### src/rtl/hilo_ctrl.sv
// HI/LO multiply-divide unit: 4-cycle multiplier, 32-step restoring divider,
// MTHI/MTLO writes, cancel from pipeline flush.
module hilo_ctrl (
    input  logic        clk,
    input  logic        rst_n,
    input  logic        start,
    input  logic [2:0]  op,
    input  logic [31:0] x,
    input  logic [31:0] y,
    input  logic        cancel,
    output logic        busy,
    output logic        done,
    output logic        div_zero,
    output logic [31:0] hi,
    output logic [31:0] lo
);
    localparam int unsigned W  = 32;
    localparam int unsigned CW = 5;

    localparam logic [1:0] S_IDLE = 2'd0;
    localparam logic [1:0] S_MUL  = 2'd1;
    localparam logic [1:0] S_DIV  = 2'd2;
    localparam logic [1:0] S_FIX  = 2'd3;

    localparam logic [2:0] OP_MULT  = 3'd0;
    localparam logic [2:0] OP_MULTU = 3'd1;
    localparam logic [2:0] OP_DIV   = 3'd2;
    localparam logic [2:0] OP_DIVU  = 3'd3;
    localparam logic [2:0] OP_MTHI  = 3'd4;
    localparam logic [2:0] OP_MTLO  = 3'd5;

    logic [1:0]    r_state, w_state_nxt;
    logic [CW-1:0] r_cnt,   w_cnt_nxt;
    logic [W-1:0]  r_a,     w_a_nxt;
    logic [W-1:0]  r_b,     w_b_nxt;
    logic [W-1:0]  r_rem,   w_rem_nxt;
    logic          r_sgn,   w_sgn_nxt;
    logic          r_neg_q, w_neg_q_nxt;
    logic          r_neg_r, w_neg_r_nxt;
    logic          r_zero,  w_zero_nxt;
    logic          r_busy,  w_busy_nxt;
    logic          r_done,  w_done_nxt;
    logic          r_dz,    w_dz_nxt;
    logic [W-1:0]  r_hi,    w_hi_nxt;
    logic [W-1:0]  r_lo,    w_lo_nxt;

    // Shared datapath: r_a/r_b hold multiplier operands or dividend/divisor;
    // during division r_a shifts out dividend bits and shifts in quotient bits.
    logic [2*W-1:0] w_xe, w_ye, w_prod;
    logic [W:0]     w_shift;
    logic           w_ge;
    logic           w_op_sgn;

    assign w_xe     = r_sgn ? {{W{r_a[W-1]}}, r_a} : {{W{1'b0}}, r_a};
    assign w_ye     = r_sgn ? {{W{r_b[W-1]}}, r_b} : {{W{1'b0}}, r_b};
    assign w_prod   = w_xe * w_ye;
    assign w_shift  = {r_rem, r_a[W-1]};
    assign w_ge     = (w_shift >= {1'b0, r_b});
    assign w_op_sgn = ~op[0];

    // Next-state and datapath update
    always_comb begin
        w_state_nxt = r_state;
        w_cnt_nxt   = r_cnt;
        w_a_nxt     = r_a;
        w_b_nxt     = r_b;
        w_rem_nxt   = r_rem;
        w_sgn_nxt   = r_sgn;
        w_neg_q_nxt = r_neg_q;
        w_neg_r_nxt = r_neg_r;
        w_zero_nxt  = r_zero;
        w_busy_nxt  = r_busy;
        w_done_nxt  = 1'b0;
        w_dz_nxt    = 1'b0;
        w_hi_nxt    = r_hi;
        w_lo_nxt    = r_lo;

        case (r_state)
            S_IDLE: begin
                if (start && !cancel) begin
                    case (op)
                        OP_MULT, OP_MULTU: begin
                            w_state_nxt = S_MUL;
                            w_cnt_nxt   = '0;
                            w_a_nxt     = x;
                            w_b_nxt     = y;
                            w_sgn_nxt   = w_op_sgn;
                            w_busy_nxt  = 1'b1;
                        end
                        OP_DIV, OP_DIVU: begin
                            w_state_nxt = (y == '0) ? S_FIX : S_DIV;
                            w_cnt_nxt   = '0;
                            w_a_nxt     = (w_op_sgn && x[W-1]) ? W'(-x) : x;
                            w_b_nxt     = (w_op_sgn && y[W-1]) ? W'(-y) : y;
                            w_rem_nxt   = '0;
                            w_sgn_nxt   = w_op_sgn;
                            w_neg_q_nxt = w_op_sgn && (x[W-1] ^ y[W-1]);
                            w_neg_r_nxt = w_op_sgn && x[W-1];
                            w_zero_nxt  = (y == '0);
                            w_busy_nxt  = 1'b1;
                        end
                        OP_MTHI: w_hi_nxt = x;
                        OP_MTLO: w_lo_nxt = x;
                        default: ;
                    endcase
                end
            end
            S_MUL: begin
                if (r_cnt == CW'(3)) begin
                    w_state_nxt = S_IDLE;
                    w_cnt_nxt   = '0;
                    w_hi_nxt    = w_prod[2*W-1:W];
                    w_lo_nxt    = w_prod[W-1:0];
                    w_busy_nxt  = 1'b0;
                    w_done_nxt  = 1'b1;
                end else begin
                    w_cnt_nxt = r_cnt + CW'(1);
                end
            end
            S_DIV: begin
                w_rem_nxt = w_ge ? W'(w_shift - {1'b0, r_b}) : w_shift[W-1:0];
                w_a_nxt   = {r_a[W-2:0], w_ge};
                if (r_cnt == CW'(W - 1)) begin
                    w_state_nxt = S_FIX;
                    w_cnt_nxt   = '0;
                end else begin
                    w_cnt_nxt = r_cnt + CW'(1);
                end
            end
            default: begin
                w_state_nxt = S_IDLE;
                w_busy_nxt  = 1'b0;
                w_done_nxt  = 1'b1;
                if (r_zero) begin
                    w_dz_nxt = 1'b1;
                end else begin
                    w_lo_nxt = r_neg_q ? W'(-r_a)   : r_a;
                    w_hi_nxt = r_neg_r ? W'(-r_rem) : r_rem;
                end
            end
        endcase

        // Flush wins over everything, including the completing edge
        if (cancel && (r_state != S_IDLE)) begin
            w_state_nxt = S_IDLE;
            w_cnt_nxt   = '0;
            w_busy_nxt  = 1'b0;
            w_done_nxt  = 1'b0;
            w_dz_nxt    = 1'b0;
            w_hi_nxt    = r_hi;
            w_lo_nxt    = r_lo;
        end
    end

    always_ff @(posedge clk or negedge rst_n) begin
        if (!rst_n) begin
            r_state <= S_IDLE;
            r_cnt   <= '0;
            r_a     <= '0;
            r_b     <= '0;
            r_rem   <= '0;
            r_sgn   <= 1'b0;
            r_neg_q <= 1'b0;
            r_neg_r <= 1'b0;
            r_zero  <= 1'b0;
            r_busy  <= 1'b0;
            r_done  <= 1'b0;
            r_dz    <= 1'b0;
            r_hi    <= '0;
            r_lo    <= '0;
        end else begin
            r_state <= w_state_nxt;
            r_cnt   <= w_cnt_nxt;
            r_a     <= w_a_nxt;
            r_b     <= w_b_nxt;
            r_rem   <= w_rem_nxt;
            r_sgn   <= w_sgn_nxt;
            r_neg_q <= w_neg_q_nxt;
            r_neg_r <= w_neg_r_nxt;
            r_zero  <= w_zero_nxt;
            r_busy  <= w_busy_nxt;
            r_done  <= w_done_nxt;
            r_dz    <= w_dz_nxt;
            r_hi    <= w_hi_nxt;
            r_lo    <= w_lo_nxt;
        end
    end

    assign busy     = r_busy;
    assign done     = r_done;
    assign div_zero = r_dz;
    assign hi       = r_hi;
    assign lo       = r_lo;
endmodule
### config.mk
export PLATFORM = sky130hd
export DESIGN_NAME = hilo_ctrl
export DESIGN_NICKNAME = d
export VERILOG_FILES = /design/src/rtl/hilo_ctrl.sv
export SDC_FILE = /design/constraint.sdc
export NUM_CORES = 2
export LEC_CHECK = 0
export CAP_MARGIN = 20
export CORE_MARGIN = 3
export CORE_UTILIZATION = 40
export CTS_CLUSTER_DIAMETER = 150
export DETAILED_ROUTE_END_ITERATION = 8
export PLACE_DENSITY_LB_ADDON = 0.2
export SLEW_MARGIN = 10
export SYNTH_ARGS = -nofsm -noshare
export SYNTH_HDL_FRONTEND = slang
export SYNTH_SLANG_ARGS = --single-unit
### constraint.sdc
create_clock -name clk -period 10.7 [get_ports clk]
set_clock_uncertainty 0.05 [all_clocks]
set_input_delay 3.21 -clock clk [delete_from_list [all_inputs] [get_ports clk]]
set_output_delay 3.21 -clock clk [all_outputs]
set_load 0.01 [all_outputs]
After elaboration in Yosys (flattened, before gate mapping)
Index checks and enable logic that the tools add are counted.
Widths: inputs -> output; s select.

operators by class
  $add $sub $neg = 6
  multipliers = 1
  order comparisons = 1
  equal/unequal tests = 22
  mux-type cells = 48
  bitwise logic cells = 4
  reductions and logical operators = 28

operators by type and width
  cell                number
  $mux 32             16
  $pmux 32 s2         4
  $pmux 32 s3         2
  $mux 64             2
  $neg 32->32         4
  $mul 64x64->64      1
  $ge 33x32->1        1
  $logic_not 32->1    1
  $sub 32x32->32      1
  $mux 5              5
  $reduce_and 3->1    6
  $pmux 5 s3          1
  $ne 3x3->1 const B  4
  $reduce_and 6->1    2
  $mux 1              10
  $mux 2              4
  $reduce_and 4->1    2
  $eq 3x2->1 const B  2
  $eq 3x3->1 const B  2
  $ne 2x1->1 const B  3
  $ne 2x2->1 const B  3
  $ne 3x1->1 const B  2
  $pmux 2 s3          1
  $reduce_bool 2->1   3
  20 further kinds    28

storage, ports and cells
  flip-flop bits (word level) = 174
  input bits = 71
  output and inout port bits = 67

Depth between registers and ports, before layout
  word-level depth = 6
  mapped depth = 36

Worst setup path after synthesis
No wires, ideal clock.

  path kind = reg-to-reg
  start point = reg r_sgn
  end point = reg r_hi[26] (netlist: hi[26])
  library setup time = 77 ps
  arrival = 9169 ps
  required time = 10573 ps
  path slack = 1404 ps
  cell stages (with the launch flop) = 31
  buffers on the path = 4
  cell sequence = dfrtp_1 > clkbuf_1 > and2_1 > clkbuf_1 > clkbuf_1 > nand2_1 > fa_1 > inv_1 > fa_1 > fa_1 > inv_1 > fa_1 > inv_1 > fa_1 > fa_1 > fa_1 > fa_1 > fa_1 > inv_1 > fa_1 > inv_1 > ha_1 > clkbuf_1 > and3_1 > a221oi_1 > o31a_1 > or2_2 > o21ai_1 > a211o_1 > mux2_1 > o21ai_1

between the ends
  word-level cells in the longest chain between the ends = 4
  elaborated cells between the ends (all ways) = 5
  classes of those cells = mul (1); mux (4)

RTL lines
  element                     RTL line  text
  from (decl)                 37        logic r_sgn, w_sgn_nxt;
  from (signal assigned)      177       r_sgn <= w_sgn_nxt;
  $mux 64 (on tied branches)  54, 55
  $mul 64x64->64 (*)          56        assign w_prod = w_xe * w_ye;
  $mux 32 (*)                 109       if (r_cnt == CW'(3)) begin
  $pmux 32 s3 (*)             78        case (r_state)
  to (signal assigned)        184       r_hi <= w_hi_nxt;
  to (decl)                   44        logic [W-1:0] r_hi, w_hi_nxt;

Every way passes the cells marked *; elsewhere a longest branch is shown, timed or not. The select of a mux whose other input is x is not followed.
A chain may end at the register's enable or synchronous reset.

Worst setup path after layout
  start point = reg r_b[8]
  end point = reg r_hi[15] (netlist: hi[15])

between the ends
  word-level cells in the longest chain between the ends = 4

RTL lines
  element                 RTL line  text
  from (decl)             35        logic [W-1:0] r_b, w_b_nxt;
  from (signal assigned)  175       r_b <= w_b_nxt;
  $mux 64                 55        assign w_ye = r_sgn ? {{W{r_b[W-1]}}, r_b} : {{W{1'b0}}, r_b};
  $mul 64x64->64          56
  $mux 32                 109
  $pmux 32 s3             78

Every way passes these cells. The select of a mux whose other input is x is not followed.

==> metrics.txt <==
ys flop type=dfrtp_1; PortBufs=137; core area=0.149 mm²; placed cells=8628; Clk Latency, worst-skew pair=0.49 ns; Max Buffers Root-to-Sink=2; top-area cell type share of the netlist area=0.472; Critical Path Sink=hi[15]; Routability Congestion=~1; Final Hold Viols=0; Critical Path Sink Type=register; Initial Util=0.405; Clk pin slew, worst setup/hold paths=approximately 0.090 ns; RSZ-0062 raised after global routing=false; Via density=~5.3; Slew Viols, Final=0; met2 WL=111000 µm; die width=roughly 390 µm; Seq/Total Area, Yosys=0.0723; Syn Nets=8531; achievable frequency=~98 MHz; R2R Setup Slk=about 0.46 ns; root buffer cell=clkbuf_16; met1 wire length=86200 µm; CP Data Required Time=11.04 ns; Yosys top cell by area=fa_1; Worst-Margin Slew=1.16 ns; final critical-path required period=10.24 ns; Cell Area, Synth=0.0602 mm²; number of flops mapped to enable cells by yosys=0; drt first pass iters=6; Hold Path Class=register to register; top cells by area, synth=fa_1, inv_1, ha_1; htree depth=4; grt total ovfl=0; first-pass GRT wire length=around 340000 µm; Post-Synth Simple-Gate Area=0.141; uppermost layer routed=met5; Area growth syn-to-layout=7.52%; crit path max fanout=16; CTS tree=yes; worst reg2reg endpoint=hi[15]; Adder-Cell Fraction of Synth Area=0.546; Max-Cap Viols=0; layout cells sized above 1=0.0363; r2r worst-path depth=30; crit path from=r_b[8]; Final Non-Filler Cells=~8700; CTS Buf Count=17; post-CTS sizing=0; delay of the slowest cell on the worst path=0.94 ns; crit path kind=register to register; IO Count=between 100 and 150; FP Rows=about 140; CP dominant cell by count=fa_1; Netlist cell types=between 80 and 90; hpwl dp=188000 µm; final setup fails=0; Tcrit/Tclk final=0.957; main combinational cell family by area after synthesis=adder cells; postcts setup bufs=0; CTS sink cnt=174; overall routed net length=225000 µm; Die ar.=around 0.16 mm²; # hold bufs at CTS=0; Synth Area in XOR/XNOR=0.0361; Detail Route Antenna Nets=0; GRT Util Overall=0.295; pin count of the biggest net entering global routing=83; drt initial violations=3450; syn avg cell area=between 8 and 9 µm²; Worst setup SP type=register; Slew headroom=0.230; final hold slack=~0.43 ns; status=finished, final reports clean; Compound-Gate Fraction of Synth Area=0.0788; Seq cells post-synth=174; nets@finish=around 8500; number of global-route vias before repair=49900; Critical Path AT=10.58 ns; Post-synth ARST share=1.00; Mapped Cells=6689; Setup Total Neg Slack=0 ns; metal3 WL=about 13000 µm; Slowest cell on crit path=dfrtp_1; Setup WS pre-CTS=0.534 ns; Die Y-Extent=394 µm; initial antenna violation count=4; via count=approximately 46000; Crit Reg-Reg Startpoint=r_b[8]; mux contribution to synthesized area=0.00457; worst setup margin=0.457 ns; routed length per instance=25.9 µm; Yosys Warn Count=0; DRC errors left=0
## logic make-up (layout without fill, tap and decap cells)
family / Yosys count / in the layout
flops: 174 / 174
simple gates: 1762 / 1762
buf+inv: 1947 / 1920
xor+xnor: 245 / 245
fa+ha+maj: 1773 / 1773
mux: 27 / 27
other cells: 0 / 2
compound gates: 761 / 761
## flip-flops by register name (all words and copies together) (netlist names), 2 cells and up
| name | cells |
|---|---|
| hi | 32 |
| r_state | 2 |
| r_b | 32 |
| r_cnt | 5 |
| r_rem | 32 |
| lo | 32 |
| r_a | 32 |
## Yosys cell counts, types with 38 or more instances
| master | instances |
|---|---|
| inv_1 | 1597 |
| fa_1 | 1420 |
| nand2_1 | 739 |
| and2_1 | 488 |
| ha_1 | 351 |
| clkbuf_1 | 320 |
| nor2_1 | 294 |
| a21oi_1 | 228 |
| o21ai_0 | 180 |
| dfrtp_1 | 174 |
| xnor2_1 | 139 |
| xor2_1 | 104 |
| a21o_1 | 50 |
| o21ai_1 | 49 |
| and3_1 | 38 |
| o31ai_1 | 38 |
## final cells by class
cell class	instances	area [µm²]
fillers	14700	83800
well taps	2002	2500
inverters	1598	6000
repair buffers	290	2690
flip-flops and latches	174	4370
clock buffers	19	443
clock inverters	13	143
multi-input cells	4568	48600
diodes	2	5.00
## metrics by stage
step	util	area (µm²)
detailed placement	0.431	64000
global route	0.436	64700
global placement	0.431	64000
finish	0.436	64700
CTS	0.435	64600
floorplan	-	60200
## cells in the final DEF, fill, tap and decap left out, drive strengths merged, types with 20 or more instances in the layout
cell type	n
inv	1607
fa	1420
nand2	739
and2	488
ha	351
nor2	294
a21oi	229
o21ai	229
dfrtp	174
buf	152
xnor2	139
clkdlybuf4s50	136
xor2	104
a21o	50
o31ai	39
and3	38
nand3	36
nor3	35
a221oi	28
mux2i	23
or3	23
clkbuf	21
o21bai	20
## critical path: cells and delay by family (launching register included)
family / cells / cell delay, ns
flops: 1 / 0.94
fa+ha+maj: 11 / 4.93
simple gates: 3 / 0.79
buf+inv: 9 / 1.27
compound gates: 7 / 2.16
## metal layers
metal	vias to the layer above	GRT usage
met5	-	0
met4	6	0.163
met3	464	0.0331
met2	1738	0.506
met1	24200	0.363
li1	19900	-
## worst min-delay path by stage
| stage | start | end | slack [ns] | cells past startpoint |
|---|---|---|---|---|
| 2_1_floorplan | r_zero | r_zero | 0.41 | 2 |
| 3_3_place_gp | lo[0] | lo[0] | 0.41 | 2 |
| 3_5_place_dp | lo[1] | lo[1] | 0.42 | 2 |
| 4_1_cts | lo[1] | lo[1] | 0.44 | 2 |
| 5_1_grt | lo[9] | lo[9] | 0.46 | 2 |
| 6_report | lo[1] | lo[1] | 0.43 | 2 |
Power is not shown: default switching activity piles up to over one toggle a cycle in this logic, so the estimate is an artifact.
